[config.mk]
export PLATFORM = sky130hd
export DESIGN_NAME = matrix_job_sequencer
export DESIGN_NICKNAME = d
export VERILOG_FILES = /design/src/rtl/matrix_job_sequencer.sv
export SDC_FILE = /design/constraint.sdc
export NUM_CORES = 1
export LEC_CHECK = 0
export CAP_MARGIN = 20
export CORE_ASPECT_RATIO = 0.5
export CORE_MARGIN = 3
export CORE_UTILIZATION = 55
export DETAILED_ROUTE_END_ITERATION = 7
export DONT_BUFFER_PORTS = 1
export PLACE_DENSITY = 0.7
export SETUP_SLACK_MARGIN = 0.3
export SYNTH_ARGS = -nofsm -noshare
export SYNTH_HDL_FRONTEND = slang
export SYNTH_SLANG_ARGS = --single-unit
[constraint.sdc]
create_clock -name clk -period 25.1 [get_ports clk]
set_input_delay 3.765 -clock clk [delete_from_list [all_inputs] [get_ports clk]]
set_output_delay 3.765 -clock clk [all_outputs]
set_load 0.03 [all_outputs]
[src/rtl/matrix_job_sequencer.sv]
// -----------------------------------------------------------------------------
// matrix_job_sequencer
//
// Runs one matrix job on the coprocessor datapath. It reads the packed operand
// words {B[i],A[i]} from the shared single-port 16-bit memory, starts the
// matrix ALU, and waits the ALU's fixed latency. It then writes the result
// bytes back, each zero-extended to 16 bits, followed by one overflow word.
// Toward the command source it uses a valid/ready handshake. Requests that
// arrive while a job is running are ignored.
//
// Ports:
//   clk, rst        clock; asynchronous active-high reset
//   cmd_valid       job request (accepted when cmd_ready is high)
//   cmd_ready       high only while idle
//   cmd_op          ALU op code, latched on accept
//   cmd_size        matrix size code (00=2x2 .. 11=5x5), latched on accept
//   mem_addr        memory address (registered)
//   mem_wren        memory write enable (registered)
//   mem_wdata       memory write data (registered)
//   mem_rdata       memory read data, valid the cycle after mem_addr
//   alu_op          latched op code
//   alu_size        latched size code
//   alu_matrix_a/b  operands, element i at bits [8i+7:8i]
//   alu_start       one-cycle ALU start pulse
//   alu_result      ALU result, same packing as the operands
//   alu_overflow    ALU overflow flag
//   busy            high in every state except idle
//   done            one-cycle pulse at job completion
//   perf_cycles     (MATSEQ_PERF_CNT_EN only) busy-cycle count of the last job
//   ovf_flag        overflow of the last completed job, held until next accept
//
// Build option: define MATSEQ_PERF_CNT_EN to add the perf_cycles counter.
// -----------------------------------------------------------------------------
module matrix_job_sequencer #(
    parameter int ADDR_W      = 7,
    parameter int ELEMS       = 25,
    parameter int OPND_BASE   = 0,
    parameter int RESULT_BASE = 25,
    parameter int ALU_LATENCY = 5
) (
    input  logic               clk,
    input  logic               rst,
    input  logic               cmd_valid,
    output logic               cmd_ready,
    input  logic [2:0]         cmd_op,
    input  logic [1:0]         cmd_size,
    output logic [ADDR_W-1:0]  mem_addr,
    output logic               mem_wren,
    output logic [15:0]        mem_wdata,
    input  logic [15:0]        mem_rdata,
    output logic [2:0]         alu_op,
    output logic [1:0]         alu_size,
    output logic [8*ELEMS-1:0] alu_matrix_a,
    output logic [8*ELEMS-1:0] alu_matrix_b,
    output logic               alu_start,
    input  logic [8*ELEMS-1:0] alu_result,
    input  logic               alu_overflow,
    output logic               busy,
    output logic               done,
`ifdef MATSEQ_PERF_CNT_EN
    output logic [15:0]        perf_cycles,
`endif
    output logic               ovf_flag
);

    localparam int IDX_W = $clog2(ELEMS);
    localparam int CNT_W = 7;  // holds ALU_LATENCY-1 for latencies up to 127
    localparam logic [IDX_W-1:0] LAST_IDX  = IDX_W'(ELEMS - 1);
    localparam logic [CNT_W-1:0] LAST_WAIT = CNT_W'(ALU_LATENCY - 1);

    typedef enum logic [2:0] {
        IDLE,
        RD_ADDR,
        RD_CAPT,
        ALU_START,
        ALU_WAIT,
        WR,
        WR_OVF,
        DONE
    } state_t;

    state_t                state, state_next;
    logic [IDX_W-1:0]      index;
    logic [CNT_W-1:0]      wait_cnt;
    logic [8*ELEMS-1:0]    result;
    logic                  ovf;

    assign cmd_ready = (state == IDLE);
    assign busy      = (state != IDLE);

    // NOTE: registers are updated only with non-blocking assignments, so every
    // always_ff block reads the pre-edge value of every register it uses.
    always_ff @(posedge clk or posedge rst) begin
        if (rst) state <= IDLE;
        else     state <= state_next;
    end

    always_comb begin
        // NOTE: the default comes first so that no path through the case can
        // leave state_next unassigned. Without it, a latch would be inferred.
        state_next = state;
        case (state)
            IDLE:      if (cmd_valid) state_next = RD_ADDR;
            RD_ADDR:   state_next = RD_CAPT;
            RD_CAPT:   state_next = (index == LAST_IDX) ? ALU_START : RD_ADDR;
            ALU_START: state_next = ALU_WAIT;
            ALU_WAIT:  if (wait_cnt == LAST_WAIT) state_next = WR;
            WR:        if (index == LAST_IDX) state_next = WR_OVF;
            WR_OVF:    state_next = DONE;
            DONE:      state_next = IDLE;
            default:   state_next = IDLE;
        endcase
    end

    // The memory and ALU outputs are registered. Each one is loaded on the
    // edge that enters the state where the value is needed.
    always_ff @(posedge clk or posedge rst) begin
        if (rst) begin
            mem_addr     <= '0;
            mem_wren     <= 1'b0;
            mem_wdata    <= '0;
            alu_op       <= '0;
            alu_size     <= '0;
            alu_matrix_a <= '0;
            alu_matrix_b <= '0;
            alu_start    <= 1'b0;
            done         <= 1'b0;
            ovf_flag     <= 1'b0;
            index        <= '0;
            wait_cnt     <= '0;
            result       <= '0;
            ovf          <= 1'b0;
        end else begin
            case (state)
                IDLE: begin
                    if (cmd_valid) begin
                        alu_op   <= cmd_op;
                        alu_size <= cmd_size;
                        ovf_flag <= 1'b0;
                        mem_addr <= ADDR_W'(OPND_BASE);
                        index    <= '0;
                    end
                end
                RD_CAPT: begin
                    alu_matrix_a[8*index +: 8] <= mem_rdata[7:0];
                    alu_matrix_b[8*index +: 8] <= mem_rdata[15:8];
                    if (index != LAST_IDX) begin
                        index    <= index + 1'b1;
                        mem_addr <= ADDR_W'(OPND_BASE + int'(index) + 1);
                    end else begin
                        index     <= '0;
                        alu_start <= 1'b1;
                    end
                end
                ALU_START: begin
                    alu_start <= 1'b0;
                    wait_cnt  <= '0;
                end
                ALU_WAIT: begin
                    wait_cnt <= wait_cnt + 1'b1;
                    if (wait_cnt == LAST_WAIT) begin
                        result    <= alu_result;
                        ovf       <= alu_overflow;
                        // Element 0 is taken straight from the ALU bus because
                        // the result register loads on this same edge.
                        mem_wren  <= 1'b1;
                        mem_addr  <= ADDR_W'(RESULT_BASE);
                        mem_wdata <= {8'h00, alu_result[7:0]};
                    end
                end
                WR: begin
                    if (index != LAST_IDX) begin
                        index     <= index + 1'b1;
                        mem_addr  <= ADDR_W'(RESULT_BASE + int'(index) + 1);
                        mem_wdata <= {8'h00, result[8*(int'(index) + 1) +: 8]};
                    end else begin
                        index     <= '0;
                        mem_addr  <= ADDR_W'(RESULT_BASE + ELEMS);
                        mem_wdata <= {15'b0, ovf};
                    end
                end
                WR_OVF: begin
                    mem_wren <= 1'b0;
                    done     <= 1'b1;
                    ovf_flag <= ovf;
                end
                DONE: begin
                    done <= 1'b0;
                end
                default: ;
            endcase
        end
    end

`ifdef MATSEQ_PERF_CNT_EN
    // The DONE cycle is not counted. This makes the final value equal to the
    // number of edges from accept to the done pulse.
    always_ff @(posedge clk or posedge rst) begin
        if (rst) begin
            perf_cycles <= '0;
        end else if (state == IDLE) begin
            if (cmd_valid) perf_cycles <= '0;
        end else if (state != DONE && perf_cycles != 16'hFFFF) begin
            perf_cycles <= perf_cycles + 16'd1;
        end
    end
`endif

endmodule

* Word-level counts from Yosys, hierarchy flattened
Index checks and enable logic that the tools add are counted.
** Storage, ports and cells
- Word-level logic and storage cells :: 86
- Bits in registers :: 648
- Output and inout bits :: 434
** Operators by class
- Shifts and indexed selects :: 4
- $add $sub $neg :: 6
- Reductions and logical operators :: 20
- Eq/ne operators :: 15
- Mux-type cells :: 26
** Operators with widths (count)
- bitwise mux 200 bit :: 2
- variable part select 8 x 34 -> 200 bit :: 2
- variable shift 8 x 34 -> 200 bit, first input constant :: 1
- variable part select 200 x 10 -> 8 bit :: 1
- negator 8 -> 34 bit :: 1
- one-hot mux 16 bit (2 select lines) :: 1
- two-way mux 7 bit :: 4
- one-hot mux 7 bit (4 select lines) :: 1
- one-hot mux 3 bit (8 select lines) :: 1
- two-way mux 16 bit :: 1
- one-hot mux 7 bit (2 select lines) :: 1
- AND reduction 2 bit :: 7
- nonzero test 2 bit :: 7
- equality test 3 bit, second input constant :: 4
- two-way mux 5 bit :: 2
- inequality test 2 bit, second input constant :: 5
- one-hot mux 5 bit (2 select lines) :: 1
- two-way mux 3 bit :: 3
- two-way mux 8 bit :: 1
- one-hot mux 1 bit (2 select lines) :: 4
- adder 6 x 1 -> 7 bit, second input constant :: 1
- adder 7 x 1 -> 7 bit, second input constant :: 1
- equality test 7 x 3 -> 1 bit, second input constant :: 1
- adder 5 x 1 -> 6 bit, second input constant :: 1
- 14 further kinds :: 17

* Logic depth before layout (Yosys ltp)
- Word-level depth :: 4
- Depth in mapped cells :: 14
- Depth with buffers taken out :: 9

* Worst setup path before layout
Ideal clock, no wire load.
- Path kind :: register to output
- Start point :: register state[1]
- End point :: output port cmd_ready
- Data required time :: 21.335 ns
- Path buffers :: 0
- Arrival :: 1.207 ns
- Stages on the path, launching flop included :: 3
- Setup slack :: 20.128 ns
- Cells stage by stage :: dfrtp_1 or3_1 inv_1
** On the way
- Longest elaborated chain between the ends :: 1
** RTL lines
- start: declaration :: RTL line 82 : state_t state, state_next;
- start signal: assignment :: RTL line 95 : else state <= state_next;
- zero test 3 bit :: RTL line 88 : assign cmd_ready = (state == IDLE);
- end: declaration :: RTL line 44 : output logic cmd_ready,
No other way between the ends.

* Final worst setup path
- Start point :: register state[0]
- End point :: output port cmd_ready
The elaborated chain is that of the path after synthesis.

==> run_results.csv <==
group,metric,value,unit
critical_path,path_buf_inv,1,
min_path,min_path_cells,1,
cells_and_area,multi_input_comb_area,10400,sq um
drt,wire_per_inst,28.8,um
yosys,synth_area_leaders,"dfrtp_1 (59%), mux2_2 (24%), mux4_2 (3.2%)",
sta,rsz0062_at_grt,"false",
critical_path,crit_fanout,22,
global_routing,antenna_found_initial,13,
sta,fmax,0.169,GHz
critical_path,critPathRequiredTime,21330,ps
place,dp_hpwl,51900,um
floorplanning,die_w,318,um
floorplanning,dieArea,51500,sq um
pwr,peakVddDrop,0.0452,mV
sta,hold_viol_final,0,
place,placed_cells,2472,
pwr,totalPowerFinal,0.00212,W
clock_network,htreeDepth,2,
cells_and_area,final_common_cell,"dfrtp_1",
clock_network,cts_made_buffers,53,
pwr,p_leak,12.5,nW
critical_path,end_kind,"output port",
floorplanning,core_area,47400,sq um
yosys,synth_edf_count,0,
place,dpl_cell_area,27100,sq um
pwr,pwr_density_cell,73.0,nW/um^2
cells_and_area,drive_gt1_share,37.7,%
critical_path,cpLargestDelayFamily,"flip-flops",
drt,vias,15900,
sta,setup_ws,19180,ps
sta,final.setup.tns,0,ps
clock_network,insertion_delay,600,ps
critical_path,slowest_stage,"dfrtp_1",
min_path,worstHoldPathType,"reg -> reg",
yosys,ys_types,63,
yosys,yosys_register_bits,631,
cells_and_area,final_cell_mix,"dfrtp_1 (629), mux2_2 (564), nor2_1 (187)",
drt,wl,74300,um
global_routing,grt_pass1_wl,109000,um
drt,final_antenna_net_count,0,
yosys,synth_top_area_share,59.0,%
global_routing,track_usage,28.3,%
sta,setup_viol,0,
clock_network,cts_hold_buf,0,
clock_network,cts_sinks,631,
place,post-place-ws,18580,ps
floorplanning,io_pins,659,
floorplanning,rows,56,
yosys,synth-main-ff-cell,"dfrtp_1",
yosys,yosysSeqAreaShare,59.0,%
drt,first_pass_iters,6,
sta,post-route-min-period,5920,ps
critical_path,cp_data_arrival_time,2150,ps
cells_and_area,instances_no_fill,2582,
global_routing,overflow,0,
cells_and_area,n_fill_cell,3657,
sta,tightestPinTransition,1080,ps
critical_path,cp_cell_sequence,"or3_1 -> inv_1",
yosys,syn_avg_cell_area,13.8,sq um
drt,vias_per_cell,6.14,
floorplanning,die_y,162,um
drt,drc_errors,0,
clock_network,clockBufferDepth,3,
yosys,async_flop_share,100,%
clock_network,clockRootBuffer,"clkbuf_16",
sta,drv_slew,0,
clock_network,clkTransAtPathRegs,70,ps
outcome,status,"complete, no violations",
clock_network,cts_resized,0,
clock_network,post_cts_buffers,0,
sta,clock_skew,22.7,ps
critical_path,cp-start-kind,"flop",
global_routing,grt_start_max_net_pins,181,
critical_path,max_stage_delay,630,ps
sta,period_share,23.6,%
floorplanning,start_util,56.4,%
drt,drt_iter0_drc,1120,
place,place.gp.congestion,0.850,
cells_and_area,postLayoutCellArea,29000,sq um
critical_path,reg2reg_depth,9,
clock_network,tritoncts,"built",
cells_and_area,register_area,15800,sq um
critical_path,criticalPathCategory,"reg -> out",
cells_and_area,nets,2127,
global_routing,grt_pass1_vias,16200,
cells_and_area,syn_to_final_growth,8.31,%
yosys,synthCells,1944,
critical_path,crit_cells,2,
place,port-buffer-count,0,
yosys,synth_top_area_cell,"dfrtp_1",
yosys,netlist_area,26800,sq um
run,max-cap-violations,0,
yosys,yosys_warnings,0,
sta,relSlewSlack,28.1,%
-- synthesized netlist by cell type (10+ instances only) --
cell and count:
nor2_1 187, a21oi_1 14, nand2_1 127, o22ai_1 14
o21ai_0 40, buf_4 12, buf_2 36, clkbuf_1 74
nand3_1 21, mux2_4 10, mux2i_1 14, mux4_2 38
dfrtp_1 631, mux2_2 564, ha_1 10, o31ai_1 18
inv_1 10
-- power breakdown --
part           internal, W  switching, W
Sequential         0.00106     0.0000985
Clock             0.000489      0.000378
Combinational    0.0000418     0.0000479
Total              0.00159      0.000524
-- layout make-up --
type                            count  share of cell area, %
Sequential cell                   631                   54.5
Multi-Input combinational cell   1178                   35.7
Clock buffer                       82                   5.51
Tap cell                          638                   2.75
Clock inverter                     16                  0.721
Timing Repair Buffer               15                  0.539
Inverter                           13                  0.194
Antenna cell                        9                 0.0777
-- worst paths after layout --
path	start	to	slack [ps]
max	state[0]	cmd_ready	19180
min	result[165]	result[165]	500
max reg2reg	index[0]	alu_matrix_b[45]	20450
min reg2reg	result[165]	result[165]	500
max in group asynchronous	rst	alu_matrix_b[26]	19390
min in group asynchronous	rst	alu_size[0]	3220
-- per-stage QoR --
stage | utilization [%] | hold slack [ps]
CTS | 61.0 | 506
global placement | 57.2 | 474
finish | 61.1 | 499
floorplan | - | 448
global route | 61.1 | 513
detailed placement | 57.2 | 489
-- cells by family (layout without fill, tap and decap cells) --
| family | count (synthesis) | in the layout | synth area share, % |
|---|---|---|---|
| flip-flops | 631 | 631 | 59.0 |
| multiplexers | 629 | 629 | 28.1 |
| AND/OR/NAND/NOR | 390 | 390 | 6.36 |
| buffers and inverters | 143 | 126 | 2.49 |
| AO/OA/AOI/OAI | 133 | 133 | 3.33 |
| adder cells (fa/ha/maj) | 10 | 10 | 0.467 |
| XOR/XNOR | 7 | 7 | 0.229 |
| other | 1 | 18 | 0.0140 |
-- state kept, by name, summed over array words and instances (netlist names) --
signal,flops
mem_wren,1
index,5
alu_matrix_b,200
result,192
mem_addr,6
wait_cnt,7
alu_matrix_a,200
mem_wdata,8
done,1
state,3
ovf,1
ovf_flag,1
alu_op,3
alu_size,2
alu_start,1
-- metal layers --
metal	global-route usage, %	part of all wire [%]	wire length [um]
met1	35.0	39	28800
met2	48.4	51	37900
met5	0	0.057	42
met4	11.0	4.1	3070
met3	7.06	6.1	4540
No activity file was read; power rests on OpenSTA's default activity.
